===== src/rtl/modulo_divisor_if.sv =====
// Start/busy/done handshake bundle between the arithmetic-unit control and the divider.
interface modulo_divisor_if;
  logic       start;
  logic [7:0] a;
  logic [7:0] b;
  logic       busy;
  logic       done;
  logic [7:0] quociente;
  logic [7:0] resto;
  logic       div_zero;

  modport master (
    output start, a, b,
    input  busy, done, quociente, resto, div_zero
  );

  modport slave (
    input  start, a, b,
    output busy, done, quociente, resto, div_zero
  );
endinterface


===== src/rtl/modulo_divisor.sv =====
// Iterative unsigned 8-bit restoring divider: one quotient bit per cycle, results
// held until the next completion, divide-by-zero answered directly from IDLE.
module modulo_divisor (
  input logic              clk,
  input logic              reset,
  modulo_divisor_if.slave  bus
);

  typedef enum logic [0:0] {
    IDLE = 1'b0,
    CALC = 1'b1
  } state_t;

  state_t      state_r;
  state_t      state_next_s;
  logic [7:0]  dividend_r;
  logic [7:0]  divisor_r;
  logic [7:0]  partial_r;
  logic [7:0]  quot_r;
  logic [2:0]  count_r;
  logic        done_r;
  logic [7:0]  quociente_r;
  logic [7:0]  resto_r;
  logic        div_zero_r;
  logic [8:0]  shifted_s;
  logic        ge_s;
  logic [7:0]  diff_s;

  // One restoring step plus next-state selection.
  always_comb begin
    shifted_s    = {partial_r, dividend_r[7]};
    ge_s         = (shifted_s >= {1'b0, divisor_r});
    // Result is below the divisor, so the low 8 bits of the difference are exact.
    if (ge_s) begin
      diff_s = shifted_s[7:0] - divisor_r;
    end else begin
      diff_s = shifted_s[7:0];
    end
    state_next_s = state_r;
    case (state_r)
      IDLE: begin
        if (bus.start && (bus.b != 8'd0)) begin
          state_next_s = CALC;
        end else begin
          state_next_s = IDLE;
        end
      end
      CALC: begin
        if (count_r == 3'd7) begin
          state_next_s = IDLE;
        end else begin
          state_next_s = CALC;
        end
      end
      default: state_next_s = IDLE;
    endcase
  end

  // State register.
  always_ff @(posedge clk) begin
    if (reset) begin
      state_r <= IDLE;
    end else begin
      state_r <= state_next_s;
    end
  end

  // Operand capture, iteration registers and held result registers.
  always_ff @(posedge clk) begin
    if (reset) begin
      dividend_r  <= 8'd0;
      divisor_r   <= 8'd0;
      partial_r   <= 8'd0;
      quot_r      <= 8'd0;
      count_r     <= 3'd0;
      done_r      <= 1'b0;
      quociente_r <= 8'd0;
      resto_r     <= 8'd0;
      div_zero_r  <= 1'b0;
    end else begin
      done_r <= 1'b0;
      case (state_r)
        IDLE: begin
          if (bus.start && (bus.b != 8'd0)) begin
            dividend_r <= bus.a;
            divisor_r  <= bus.b;
            partial_r  <= 8'd0;
            quot_r     <= 8'd0;
            count_r    <= 3'd0;
          end else if (bus.start) begin
            quociente_r <= 8'hFF;
            resto_r     <= bus.a;
            div_zero_r  <= 1'b1;
            done_r      <= 1'b1;
          end else begin
            count_r <= 3'd0;
          end
        end
        CALC: begin
          partial_r  <= diff_s;
          dividend_r <= {dividend_r[6:0], 1'b0};
          quot_r     <= {quot_r[6:0], ge_s};
          count_r    <= count_r + 3'd1;
          if (count_r == 3'd7) begin
            quociente_r <= {quot_r[6:0], ge_s};
            resto_r     <= diff_s;
            div_zero_r  <= 1'b0;
            done_r      <= 1'b1;
          end else begin
            done_r <= 1'b0;
          end
        end
        default: begin
          done_r <= 1'b0;
        end
      endcase
    end
  end

  assign bus.busy      = (state_r == CALC);
  assign bus.done      = done_r;
  assign bus.quociente = quociente_r;
  assign bus.resto     = resto_r;
  assign bus.div_zero  = div_zero_r;

endmodule


===== src/flat_wrapper.sv =====
// flat-port wrapper written by rule: the top's interface ports become plain ports
module modulo_divisor_flat 
  (clk, reset, bus_start, bus_a, bus_b, bus_busy, bus_done, bus_quociente, bus_resto, bus_div_zero);
  modulo_divisor_if bus_i ();
  input logic clk;
  input logic reset;
  input wire logic [$bits(bus_i.start)-1:0] bus_start;
  input wire logic [$bits(bus_i.a)-1:0] bus_a;
  input wire logic [$bits(bus_i.b)-1:0] bus_b;
  output wire logic [$bits(bus_i.busy)-1:0] bus_busy;
  output wire logic [$bits(bus_i.done)-1:0] bus_done;
  output wire logic [$bits(bus_i.quociente)-1:0] bus_quociente;
  output wire logic [$bits(bus_i.resto)-1:0] bus_resto;
  output wire logic [$bits(bus_i.div_zero)-1:0] bus_div_zero;
  assign bus_i.start = bus_start;
  assign bus_i.a = bus_a;
  assign bus_i.b = bus_b;
  assign bus_busy = bus_i.busy;
  assign bus_done = bus_i.done;
  assign bus_quociente = bus_i.quociente;
  assign bus_resto = bus_i.resto;
  assign bus_div_zero = bus_i.div_zero;
  modulo_divisor u_core (.clk(clk), .reset(reset), .bus(bus_i));
endmodule

===== config.mk =====
export PLATFORM = sky130hd
export DESIGN_NAME = modulo_divisor_flat
export DESIGN_NICKNAME = d
export VERILOG_FILES = /design/src/rtl/modulo_divisor_if.sv /design/src/rtl/modulo_divisor.sv /design/src/flat_wrapper.sv
export SDC_FILE = /design/constraint.sdc
export NUM_CORES = 1
export LEC_CHECK = 0
export ABC_AREA = 1
export CAP_MARGIN = 20
export CORE_MARGIN = 3
export CORE_UTILIZATION = 40
export DETAILED_ROUTE_END_ITERATION = 8
export PLACE_DENSITY = 0.7
export SLEW_MARGIN = 20
export SYNTH_ARGS = -nofsm -noshare
export SYNTH_HDL_FRONTEND = slang
export SYNTH_SLANG_ARGS = --single-unit

===== constraint.sdc =====
create_clock -name clk -period 2.38 [get_ports clk]
set_input_delay 0.238 -clock clk [delete_from_list [all_inputs] [get_ports clk]]
set_output_delay 0.238 -clock clk [all_outputs]
set_load 0.01 [all_outputs]

==> results.md <==
* CTS Sinks at 53
* Total track usage at 0.170
* Post-DRT Antenna Nets at 0
* Cells after Synth at 385
* Final setup fails at 0
* FFs w/ async S/R, synth at 0
* CTS tree: built
* Vias at 2580
* Synthesized cell area at 2760 µm²
* Yosys warns at 0
* Filler Cells Inserted at 610
* Register area at 1060 µm²
* Final instance area at 3320 µm²
* Post-synthesis compound-gate area fraction at 0.137
* Port bufs at 37
* Drt drc at 0
* Worst EP required at 2590 ps
* XOR/XNOR share of the synthesized area at 0.00953
* Actual slew at the worst max-slew pin at 564 ps
* Placed inst area at 3190 µm²
* PnR worst setup slack at just over 500 ps
* CP Capture Type: flop
* I/O pin count at 38
* Crit path time final at 1870 ps
* Worst hold start: u_core.divisor_r[2]$_SDFFE_PP0P_
* WL met3 at about 270 µm
* Ys flop type: dfxtp_1
* Post_cts resized at 0
* Syn nets at about 420
* R2r worst-path depth at 10
* Adder-cell share of the synthesized area at 0.0527
* Synthesized area per cell at 7.16 µm²
* RR Endpoint: u_core.bus.resto[3]$_SDFFE_PP0P_
* Place WS at 431 ps
* Arr. time, crit path at 2070 ps
* Seq cells post-synth at 53
* Max Transition Viols Final at 0
* WL/cell at between 10 and 15 µm
* Max layer used: met4
* Yosys top cell area share at 0.385
* Cts hold-fix bufs at 0
* Synth area leaders: dfxtp_1 (38%), nand2_1 (12%), inv_1 (8.4%)
* Power per cell area at 735 nW/µm²
* Clock Skew at 8.96 ps
* Fin crit share at 0.784
* Core area at 6490 µm²
* First-pass GRT wire length at about 11000 µm
* Flop-to-flop setup slack at between 500 and 600 ps
* Post-synthesis sequential area ratio at 0.385
* Final Hold Vio Count at 0
* Die X at 89.0 µm
* Initial antenna violation count at 0
* Simple-gate share of the synthesized area at 0.295
* Via density at 5.18
* GPL Wtd Cong at 0.906
* Num CTS Buffers at 5
* Clock Tree Buf Depth at 2
* Synth-to-layout area growth at 20.6%
* WHS Path Cells at 2
* H-tree levels at 2
* Routed WL at around 6400 µm
* WS Path Type: flop to flop
* Multiplexer share of the synthesized area at 0
* Number of library cell types mapped by synthesis at 29
* Starting density of the core at 0.424
* Reg2reg start: u_core.divisor_r[6]$_SDFFE_PP0P_
* Crit start category: flop
* Detailed-router iteration count before antenna repair at 4
* Pin count of the biggest net entering global routing at 21
* Multi-input logic area at 1360 µm²
* Initial DRC count at around 200
* Status: finished, final reports clean
* Worst Hold Class: flop to flop
* Detailed placement HPWL at 4870 µm
* Slew margin rel. at 0.624
* Tot Pwr at 2440 µW
* Most instantiated cells after synthesis: nand2_1 (88), inv_1 (62), dfxtp_1 (53)
* Met1 wire length at 3260 µm
* Crit path max fanout at 9
* Die Area at 7920 µm²
* P_leak at ~0.0016 µW
* Ant diodes at 0
* Clk_lat worst skew at 310 ps
* Rows at 29
* Max Clk Rate at 536 MHz
* Clk pin slew, worst setup/hold paths at 90 ps
* Met2 wire len at 2840 µm
* Core Util, Final at 0.512
* Post-synth EDFFs at 0
* Maximum VDD drop at 0.315 mV
* Remaining Overflow, GRT at 0
* RSZ-0062 raised after global routing: false
* Fin nets at between 400 and 500
* Main combinational cell family by area after synthesis: simple AND/OR/NAND/NOR gates
* Hold endpoint: u_core.divisor_r[2]$_SDFFE_PP0P_
* Share of cells above drive strength 1 at 0.0760
* Post-CTS setup repair buffer count at 0
* Vias in the first global route at 2362
* Count leader, synth: nand2_1
* Sum Neg Setup Slack at 0 ps
* CTS root buffer: clkbuf_8
* Area leader, netlist: dfxtp_1
* Die Span Y at 89.0 µm
* Max cap viols at 0
-- routing by layer --
layer	up-vias	global-route usage
li1	1327	-
met1	1181	0.239
met2	68	0.272
met3	4	0.0304
met4	0	0.0379
met5	-	0
-- layout make-up --
type / instances / area share
sequential: 53 / 0.319
clock inverter: 3 / 0.0207
timing repair buffer: 45 / 0.130
clock buffer: 5 / 0.0207
multi-input combinational: 252 / 0.410
inverter: 63 / 0.0712
tap: 77 / 0.0290
-- cell families after synthesis --
| group | count (synthesis) |
|---|---|
| buf+inv | 80 |
| xor+xnor | 3 |
| compound gates | 66 |
| simple gates | 172 |
| flops | 53 |
| fa+ha+maj | 11 |
-- stage by stage --
step,instances,hold WS (ps)
after global routing,498,485
after floorplan,385,381
final,498,463
after global placement,490,448
after CTS,498,468
after detailed placement,490,452
-- worst max path at each step --
stage	start	to	slack, ps
global placement	bus_b[6]	u_core.quot_r[0]$_SDFFE_PP0P_	500
global route	u_core.divisor_r[6]$_SDFFE_PP0P_	u_core.bus.resto[0]$_SDFFE_PP0P_	340
finish	u_core.divisor_r[6]$_SDFFE_PP0P_	u_core.bus.resto[3]$_SDFFE_PP0P_	510
detailed placement	bus_b[4]	u_core.dividend_r[5]$_SDFFE_PP0P_	430
floorplan	u_core.dividend_r[7]$_SDFFE_PP0P_	u_core.bus.resto[4]$_SDFFE_PP0P_	800
CTS	u_core.divisor_r[6]$_SDFFE_PP0P_	u_core.bus.resto[0]$_SDFFE_PP0P_	530
-- flip-flops by register name, summed over array words and instances (netlist names) --
| signal | cells |
|---|---|
| u_core.bus.quociente | 8 |
| u_core.bus.resto | 8 |
| u_core.dividend_r | 8 |
| u_core.divisor_r | 8 |
| u_core.partial_r | 8 |
| u_core.quot_r | 7 |
| u_core.count_r | 3 |
| u_core.bus.busy | 1 |
| u_core.bus.div_zero | 1 |
| u_core.bus.done | 1 |
-- placed cells by master (no fill, tap or decap), types with 2 or more instances in the layout --
cell,Yosys,final
a21oi_1,19,19
a22oi_1,7,7
a31oi_1,7,7
buf_4,5,8
bufinv_16,0,2
clkbuf_8,0,5
clkdlybuf4s50_1,0,37
dfxtp_1,53,53
ha_1,10,10
inv_1,62,62
nand2_1,88,88
nand2_2,4,4
nand3_1,37,37
nand3_2,4,4
nand4_1,11,11
nor2_1,21,21
nor2_2,2,2
nor2_4,3,3
o21ai_0,24,24
o221ai_1,3,3
o22ai_1,3,3
xor2_1,3,3
-- critical path, stage by stage (launching register included) --
cell,delay (ps)
dfxtp_1,320
inv_1,70
ha_1,340
nand2_1,100
nand2_1,80
a21boi_1,240
nand4_4,240
nand3_1,160
nand3_1,120
nand2_1,80
inv_1,30
-- report_power, final --
group	internal [µW]	total, µW	switching [µW]
sequential	938	979	40.4
combinational	263	744	481
clock	423	721	298
total	1620	2440	819
(Power assumes the default switching activity.)
